$ cat src/rtl/surfboard_mm_seq.sv
// surfboard_mm_seq: sequential N x N integer matrix multiplier, C = A * B.
// Operands are taken over a valid/ready handshake. One k-slice is accumulated
// per cycle across N*N parallel MAC lanes. The result is returned over a
// valid/ready handshake.
// Optional build macro SURFBOARD_MM_SAT_EN: saturating narrowing plus the
// sat_flag output port. When the macro is undefined, narrowing wraps.
module surfboard_mm_seq #(
   parameter int N      = 2,
   parameter int W      = 8,
   parameter bit SIGNED = 1'b1,
   parameter int ACC_W  = 2*W + $clog2(N) + 1
) (
   input  logic                     clk,
   input  logic                     rst,
   input  logic                     in_valid,
   output logic                     in_ready,
   input  logic [0:N*N-1][W-1:0]    A,
   input  logic [0:N*N-1][W-1:0]    B,
   output logic                     out_valid,
   input  logic                     out_ready,
   output logic [0:N*N-1][W-1:0]    C
`ifdef SURFBOARD_MM_SAT_EN
   ,
   output logic                     sat_flag
`endif
);

   localparam int L  = N * N;
   localparam int KW = (N > 1) ? $clog2(N) : 1;
   localparam int IW = (L > 1) ? $clog2(L) : 1;

`ifdef SURFBOARD_MM_SAT_EN
   localparam logic [ACC_W-1:0] SMAX = (ACC_W'(1) << (W-1)) - ACC_W'(1);
   localparam logic [ACC_W-1:0] SMIN = ~SMAX;
   localparam logic [ACC_W-1:0] UMAX = (ACC_W'(1) << W) - ACC_W'(1);
`endif

   typedef enum logic [1:0] {IDLE, RUN, DONE} state_t;

   state_t                    state, state_next;
   logic [KW-1:0]             k;
   logic                      last;
   logic [0:L-1][W-1:0]       a_reg, b_reg;
   logic [0:L-1][ACC_W-1:0]   acc, acc_next;
   logic [0:L-1][W-1:0]       c_next;
`ifdef SURFBOARD_MM_SAT_EN
   logic                      sat_next;
`endif

   assign last      = (k == KW'(N-1));
   assign in_ready  = (state == IDLE);
   assign out_valid = (state == DONE);

   // Full-precision product at 2W bits, extended to the accumulator width.
   function automatic logic [ACC_W-1:0] mac_term(input logic [W-1:0] x,
                                                  input logic [W-1:0] y);
      logic [2*W-1:0] xe, ye, p;
      if (SIGNED) begin
         xe = (2*W)'($signed(x));
         ye = (2*W)'($signed(y));
      end else begin
         xe = (2*W)'(x);
         ye = (2*W)'(y);
      end
      p = xe * ye;
      if (SIGNED) return ACC_W'($signed(p));
      else        return ACC_W'(p);
   endfunction

   // State register.
   always_ff @(posedge clk) begin
      if (rst) state <= IDLE;
      else     state <= state_next;
   end

   // Next-state logic for the accept / accumulate / hold sequence.
   always_comb begin
      state_next = state;
      case (state)
         IDLE:    if (in_valid)  state_next = RUN;
         RUN:     if (last)      state_next = DONE;
         DONE:    if (out_ready) state_next = IDLE;
         default:                state_next = IDLE;
      endcase
   end

   // Lane arithmetic: next accumulator values and the narrowed result.
   always_comb begin
      int unsigned row, col;
      logic [IW-1:0] ia, ib;
      acc_next = acc;
      c_next   = '0;
`ifdef SURFBOARD_MM_SAT_EN
      sat_next = 1'b0;
`endif
      for (int unsigned l = 0; l < L; l++) begin
         row = l / N;
         col = l % N;
         ia  = IW'(row * N + int'(k));
         ib  = IW'(int'(k) * N + col);
         acc_next[l] = acc[l] + mac_term(a_reg[ia], b_reg[ib]);
`ifdef SURFBOARD_MM_SAT_EN
         if (SIGNED) begin
            if ($signed(acc_next[l]) > $signed(SMAX)) begin
               c_next[l] = SMAX[W-1:0];
               sat_next  = 1'b1;
            end else if ($signed(acc_next[l]) < $signed(SMIN)) begin
               c_next[l] = SMIN[W-1:0];
               sat_next  = 1'b1;
            end else begin
               c_next[l] = acc_next[l][W-1:0];
            end
         end else begin
            if (acc_next[l] > UMAX) begin
               c_next[l] = UMAX[W-1:0];
               sat_next  = 1'b1;
            end else begin
               c_next[l] = acc_next[l][W-1:0];
            end
         end
`else
         c_next[l] = acc_next[l][W-1:0];
`endif
      end
   end

   // Operand capture, accumulation, k counter and result registers.
   always_ff @(posedge clk) begin
      if (rst) begin
         k        <= '0;
         a_reg    <= '0;
         b_reg    <= '0;
         acc      <= '0;
         C        <= '0;
`ifdef SURFBOARD_MM_SAT_EN
         sat_flag <= 1'b0;
`endif
      end else begin
         case (state)
            IDLE: begin
               if (in_valid) begin
                  a_reg <= A;
                  b_reg <= B;
                  acc   <= '0;
                  k     <= '0;
               end
            end
            RUN: begin
               acc <= acc_next;
               if (last) begin
                  k        <= '0;
                  C        <= c_next;
`ifdef SURFBOARD_MM_SAT_EN
                  sat_flag <= sat_next;
`endif
               end else begin
                  k <= k + 1'b1;
               end
            end
            default: ;
         endcase
      end
   end

endmodule

$ cat config.mk
export PLATFORM = sky130hd
export DESIGN_NAME = surfboard_mm_seq
export DESIGN_NICKNAME = d
export VERILOG_FILES = /design/src/rtl/surfboard_mm_seq.sv
export SDC_FILE = /design/constraint.sdc
export NUM_CORES = 1
export LEC_CHECK = 0
export BUFFER_PORTS_ARGS = -buffer_cell sky130_fd_sc_hd__buf_2
export CAP_MARGIN = 20
export CORE_MARGIN = 3
export CORE_UTILIZATION = 55
export CTS_BUF_LIST = sky130_fd_sc_hd__clkbuf_8 sky130_fd_sc_hd__clkbuf_16
export CTS_CLUSTER_DIAMETER = 50
export DETAILED_ROUTE_END_ITERATION = 8
export GPL_ROUTABILITY_DRIVEN = 1
export HOLD_SLACK_MARGIN = 0.03
export PLACE_DENSITY_LB_ADDON = 0.12
export SYNTH_ARGS = -nofsm -noshare
export SYNTH_HDL_FRONTEND = slang
export SYNTH_SLANG_ARGS = --single-unit
$ cat constraint.sdc
create_clock -name clk -period 10.4 [get_ports clk]
set_input_delay 2.08 -clock clk [delete_from_list [all_inputs] [get_ports clk]]
set_output_delay 2.08 -clock clk [all_outputs]
set_load 0.02 [all_outputs]
==> flow_metrics.py, run 1 <==
metrics = {
    "cts": {
        "clock_latency_ns": 0.44,
        "postCtsHoldBufs": 0,
        "cts.sinks": 131,
        "postCtsSetupBuffers": 0,
        "cts_root_buf": "clkbuf_16",
        "cts_made_buffers": 17,
        "path_clk_slew_ns": 0.06,
        "tritoncts": "done",
        "cts_resized": 0,
        "clockBufferDepth": 2,
        "cts.htree.levels": 4,
    },
    "timing": {
        "post-route-min-period_ns": 5.68,
        "finalSetupViolations": 0,
        "fin_skew_ns": 0.0147,
        "period_share_pct": 54.6,
        "maxSlewHeadroom_pct": 24.6,
        "hold_violations": 0,
        "worst_pin_slew_ns": 1.10,
        "fmax_mhz": 176,
        "setup_tns_ns": 0,
        "rsz0062_at_grt": "false",
        "final-max-slew-violation-count": 0,
    },
    "job": {
        "maxCapViolations": 0,
    },
    "critical_path": {
        "reg2reg_depth": 17,
        "regToRegSetupSlack_ns": 4.72,
        "worstPathMaxFanout": 67,
        "critical_path_required_ns": 10.68,
        "r2r-start": "k$_SDFFE_PP0P_",
        "worst_ep_arrival_time_ns": 5.96,
        "start_kind": "flip-flop",
        "r2r-end": "C[7]$_SDFFE_PP0P_",
        "crit_type": "reg2reg",
        "endpoint_kind": "flip-flop",
    },
    "die": {
        "start_util_pct": 57.1,
        "fp.dieH_um": 138,
        "ioPinCount": 102,
        "die_area_um2": 19200,
        "core_area_um2": 16900,
        "rows": 47,
        "die_w_um": 138,
    },
    "placement": {
        "gp_congestion": 0.876,
        "numPortBuffers": 101,
        "hpwlAfterDp_um": 16700,
    },
    "logic_synthesis": {
        "avgSynthCellArea_um2": 8.03,
        "synth_seq_cells": 131,
        "syn-num-nets": 1425,
        "netlist_area_um2": 9640,
        "yosysSeqAreaShare_pct": 27.2,
        "synth_warnings": 0,
        "ys_types": 40,
        "synth_cells": 1201,
    },
    "finish": {
        "drive_gt1_share_pct": 13.6,
        "area_growth_pct": 12.2,
        "num_antenna_cells": 0,
        "final_common_cell": "nand2_1",
        "nets": 1492,
        "fillers": 1546,
        "layout_common_cells": "nand2_1 (215), nor2_1 (144), a21oi_1 (135)",
    },
    "worst_hold_path": {
        "hold_end": "C[4]$_SDFFE_PP0P_",
        "hold_start": "C[4]$_SDFFE_PP0P_",
        "hp-class": "reg2reg",
        "whs_path_depth": 2,
    },
    "routing": {
        "drt.antenna.violating_nets": 0,
        "drc_errors": 0,
        "vias": 8064,
        "wire_per_inst_um": 15.0,
        "firstDrtPassIters": 5,
        "wl_um": 22600,
        "first_iter_violations": 504,
        "vias_per_cell": 5.37,
    },
    "grt": {
        "grt_pass1_wl_um": 38200,
        "grt_usage_pct": 24.1,
        "grt_max_degree": 95,
        "grt_pass1_vias": 7965,
        "antenna_found_initial": 0,
        "overflow": 0,
    },
    "pwr": {
        "powerDensity_nw_per_um2": 128,
        "p_leak_nw": 4.82,
        "vdd_drop_max_mv": 0.115,
        "p_total_mw": 1.38,
    },
    "run_status": {
        "status": "complete, no violations",
    },
}
metal layers:
layer  routed length [um]  vias to the layer above  global-route usage (%)
met5                    0                        -                       0
met4                  438                        0                    7.59
met1                10200                     3809                    32.6
li1                     -                     4037                       -
met2                10900                      182                    39.7
met3                 1090                       36                    3.94
stage by stage:
stage | area, um2 | util, % | hold slack (ns) | std cells | setup slack, ns
floorplan | 9640 | - | 0.432 | 1201 | 5.21
global placement | 10200 | 60.6 | 0.438 | 1468 | 4.86
detailed placement | 10200 | 60.6 | 0.443 | 1468 | 4.69
CTS | 10800 | 64.0 | 0.452 | 1500 | 4.63
global route | 10800 | 64.1 | 0.469 | 1501 | 4.34
finish | 10800 | 64.1 | 0.449 | 1501 | 4.72
area by class of cell:
class | instances | area, um2 | area share (%)
multi-input cells | 902 | 6350 | 58.7
inverters | 104 | 390 | 3.61
clock inverters | 15 | 160 | 1.48
clock buffers | 17 | 425 | 3.93
repair buffers | 112 | 591 | 5.46
well taps | 220 | 275 | 2.54
flip-flops and latches | 131 | 2620 | 24.3
cell families after synthesis:
kind of cell | after synthesis | synth area share, %
simple gates | 438 | 18.5
mux | 24 | 3.01
compound gates | 202 | 11.9
buf+inv | 168 | 7.02
fa+ha+maj | 156 | 24.3
xor+xnor | 82 | 8.02
flops | 131 | 27.2
how the worst max path moves through the flow:
stage | startpoint | endpoint | slack, ns | depth (start not counted)
final | k$_SDFFE_PP0P_ | C[7]$_SDFFE_PP0P_ | 4.72 | 17
after global routing | k$_SDFFE_PP0P_ | C[7]$_SDFFE_PP0P_ | 4.34 | 17
after CTS | k$_SDFFE_PP0P_ | C[15]$_SDFFE_PP0P_ | 4.63 | 18
after detailed placement | k$_SDFFE_PP0P_ | C[15]$_SDFFE_PP0P_ | 4.69 | 18
after global placement | k$_SDFFE_PP0P_ | C[15]$_SDFFE_PP0P_ | 4.86 | 18
after floorplan | k$_SDFFE_PP0P_ | C[15]$_SDFFE_PP0P_ | 5.21 | 23
power breakdown:
group	leakage, nW	switching (mW)	internal [mW]	total, mW
sequential	1.07	0.0195	0.525	0.544
clock	0.286	0.272	0.322	0.594
combinational	3.46	0.154	0.0885	0.243
total	4.82	0.446	0.935	1.38
critical path: stages (launching register included):
cell	delay, ns
dfxtp_2	0.32
buf_4	0.63
mux2i_1	0.95
nor2_1	0.17
fa_1	0.54
ha_1	0.30
inv_1	0.05
fa_1	0.48
fa_1	0.48
inv_1	0.04
ha_1	0.32
xor2_1	0.17
ha_1	0.30
o21ai_0	0.08
nor3_1	0.20
nor2_1	0.07
xnor2_1	0.24
a211oi_2	0.09
synth_stat cells:
library cell | instances | area, um2
a211oi_2 | 2 | 25.0
buf_6 | 2 | 22.5
nand2b_1 | 7 | 43.8
o21a_1 | 6 | 45.0
mux2i_4 | 1 | 22.5
o2bb2ai_1 | 1 | 8.76
mux2i_2 | 10 | 138
nor2_1 | 144 | 541
xor2_1 | 12 | 105
a32oi_1 | 11 | 96.3
buf_4 | 2 | 15.0
nand3_1 | 38 | 190
buf_8 | 2 | 30.0
a21oi_1 | 135 | 676
o21bai_1 | 3 | 22.5
nor3_1 | 4 | 20.0
buf_2 | 1 | 5.00
buf_1 | 6 | 22.5
o21ai_0 | 20 | 100
a22o_1 | 1 | 8.76
clkbuf_1 | 51 | 191
ha_1 | 104 | 1300
nor4_1 | 2 | 12.5
fa_1 | 52 | 1040
o21ai_1 | 2 | 10.0
a32oi_2 | 1 | 16.3
or3_1 | 3 | 18.8
nand2_1 | 216 | 811
a31oi_1 | 5 | 31.3
or2_2 | 12 | 75.1
a211oi_1 | 5 | 37.5
xnor3_1 | 4 | 90.1
xnor2_1 | 66 | 578
mux2i_1 | 13 | 130
inv_1 | 104 | 390
and2_1 | 2 | 12.5
a21boi_0 | 2 | 15.0
nor2b_1 | 10 | 62.6
dfxtp_1 | 131 | 2620
a21o_1 | 8 | 60.1
(Power assumes the default switching activity.)
==> inputs of run 2 (changes only) <==
==> constraint.sdc (replaced) <==
create_clock -name clk -period 5.3 [get_ports clk]
set_input_delay 1.06 -clock clk [delete_from_list [all_inputs] [get_ports clk]]
set_output_delay 1.06 -clock clk [all_outputs]
set_load 0.02 [all_outputs]
==> run 2 against run 1 <==
Net effect: hold slack better by 0.0024 ns; maximum frequency up 16%; design area up 1.7%; via count up 0.40%; die area is the same; sequential share of layout area is 0.42 points lower; wire length increased by 1.7%; largest cell class unchanged.
==> flow_metrics.py, run 2 (synthesis results as in run 1) <==
metrics = {
    "critical_path": {
        "crit_type": "reg2reg",
        "start_kind": "flip-flop",
        "worstPathMaxFanout": 35,
        "critical_path_required_ns": 5.59,
        "reg2reg_depth": 17,
        "r2r-start": "k$_SDFFE_PP0P_",
        "startpoint": "k$_SDFFE_PP0P_",
        "worst_ep_arrival_time_ns": 5.20,
        "endpoint_kind": "flip-flop",
    },
    "routing": {
        "wl_um": 23000,
        "drc_errors": 0,
        "drt.antenna.violating_nets": 0,
        "first_iter_violations": 474,
        "firstDrtPassIters": 5,
        "vias": 8096,
        "wire_per_inst_um": 15.2,
        "vias_per_cell": 5.34,
    },
    "grt": {
        "grt_pass1_wl_um": 38500,
        "grt_pass1_vias": 7892,
        "use_met1_pct": 32.1,
        "grt_max_degree": 70,
        "grt_usage_pct": 24.3,
        "overflow": 0,
        "antenna_found_initial": 0,
        "busiest_layer": "met2",
        "met2_usage_pct": 40.4,
        "use_met3_pct": 4.80,
    },
    "die": {
        "die_area_um2": 19200,
        "start_util_pct": 57.1,
        "die_w_um": 138,
        "fp.dieH_um": 138,
        "core_area_um2": 16900,
        "ioPinCount": 102,
        "rows": 47,
    },
    "pwr": {
        "vdd_drop_max_mv": 0.222,
        "p_total_mw": 2.76,
        "p_leak_nw": 4.91,
        "powerDensity_nw_per_um2": 251,
    },
    "cts": {
        "path_clk_slew_ns": 0.07,
        "cts_made_buffers": 17,
        "postCtsHoldBufs": 0,
        "cts.sinks": 131,
        "cts.htree.levels": 4,
        "tritoncts": "done",
        "clockBufferDepth": 2,
        "postCtsSetupBuffers": 0,
        "cts_root_buf": "clkbuf_16",
        "clock_latency_ns": 0.44,
        "cts_resized": 0,
    },
    "timing": {
        "rsz0062_at_grt": "false",
        "fin_skew_ns": 0.00909,
        "final-max-slew-violation-count": 0,
        "fmax_mhz": 204,
        "period_share_pct": 92.7,
        "maxSlewHeadroom_pct": 45.1,
        "post-route-min-period_ns": 4.91,
        "finalSetupViolations": 0,
        "setup_tns_ns": 0,
        "hold_violations": 0,
        "worst_pin_slew_ns": 0.824,
    },
    "finish": {
        "nets": 1506,
        "seq_area_um2": 2620,
        "layout_common_cells": "nand2_1 (215), nor2_1 (144), a21oi_1 (135)",
        "multi_input_area_um2": 6360,
        "final_util_pct": 65.2,
        "fillers": 1465,
        "drive_gt1_share_pct": 14.6,
        "final_common_cell": "nand2_1",
        "area_growth_pct": 14.1,
        "num_antenna_cells": 0,
    },
    "job": {
        "maxCapViolations": 0,
    },
    "worst_hold_path": {
        "hold_start": "C[18]$_SDFFE_PP0P_",
        "hp-class": "reg2reg",
        "whs_path_depth": 2,
    },
    "placement": {
        "numPortBuffers": 101,
        "hpwlAfterDp_um": 16900,
        "gp_congestion": 0.871,
    },
    "run_status": {
        "status": "complete, no violations",
    },
}
==> run 2: cell types whose count changed in the layout (fill, tap and decap cells not counted), moves of 2 or more <==
cell and delta:
clkinv_8 +4, buf_4 +11, buf_12 +2, inv_6 -3
==> run 2: path summary, 6_finish.rpt <==
path | end | slack [ns]
min | C[18]$_SDFFE_PP0P_ | 0.45
max | C[7]$_SDFFE_PP0P_ | 0.39
min reg2reg | C[18]$_SDFFE_PP0P_ | 0.45
max reg2reg | C[7]$_SDFFE_PP0P_ | 0.39
==> run 2: final cells by class <==
class	instances	area share (%)
multi-input cells	902	57.8
flip-flops and latches	131	23.8
repair buffers	126	6.73
clock buffers	17	3.87
inverters	104	3.55
well taps	220	2.50
clock inverters	15	1.71
==> run 2: worst max-delay path, stage by stage, from the launching register on <==
cell	delay, ns
dfxtp_2	0.34
buf_12	0.17
nor2b_1	0.27
a21oi_1	0.16
or2_2	0.34
fa_1	0.45
fa_1	0.58
fa_1	0.43
fa_1	0.49
inv_1	0.04
ha_1	0.31
xor2_1	0.19
ha_1	0.30
o21ai_0	0.09
nor3_1	0.19
nor2_1	0.07
xnor2_1	0.24
a211oi_2	0.10
==> run 2: routing by layer <==
metal | vias up | part of all wire (%) | wire length, um
met2 | 188 | 49 | 11200
li1 | 4063 | - | -
met5 | - | 0 | 0
met3 | 35 | 4.8 | 1100
met4 | 0 | 1.7 | 385
met1 | 3810 | 45 | 10300
==> run 2: per-stage QoR <==
stage / hold WS (ns) / std cells / cell area (um2) / setup slack (ns)
6_report: 0.451 / 1515 / 11000 / 0.388
5_1_grt: 0.468 / 1515 / 11000 / 0.103
4_1_cts: 0.452 / 1514 / 11000 / 0.273
3_5_place_dp: 0.442 / 1482 / 10400 / 0.341
3_3_place_gp: 0.440 / 1482 / 10400 / 0.398
2_1_floorplan: 0.432 / 1201 / 9640 / 0.105
==> run 2: report_power, final <==
part	internal, mW	leakage, nW	switching, mW	total, mW
combinational	0.188	3.55	0.306	0.494
clock	0.640	0.294	0.553	1.19
sequential	1.03	1.07	0.0407	1.07
total	1.86	4.91	0.900	2.76
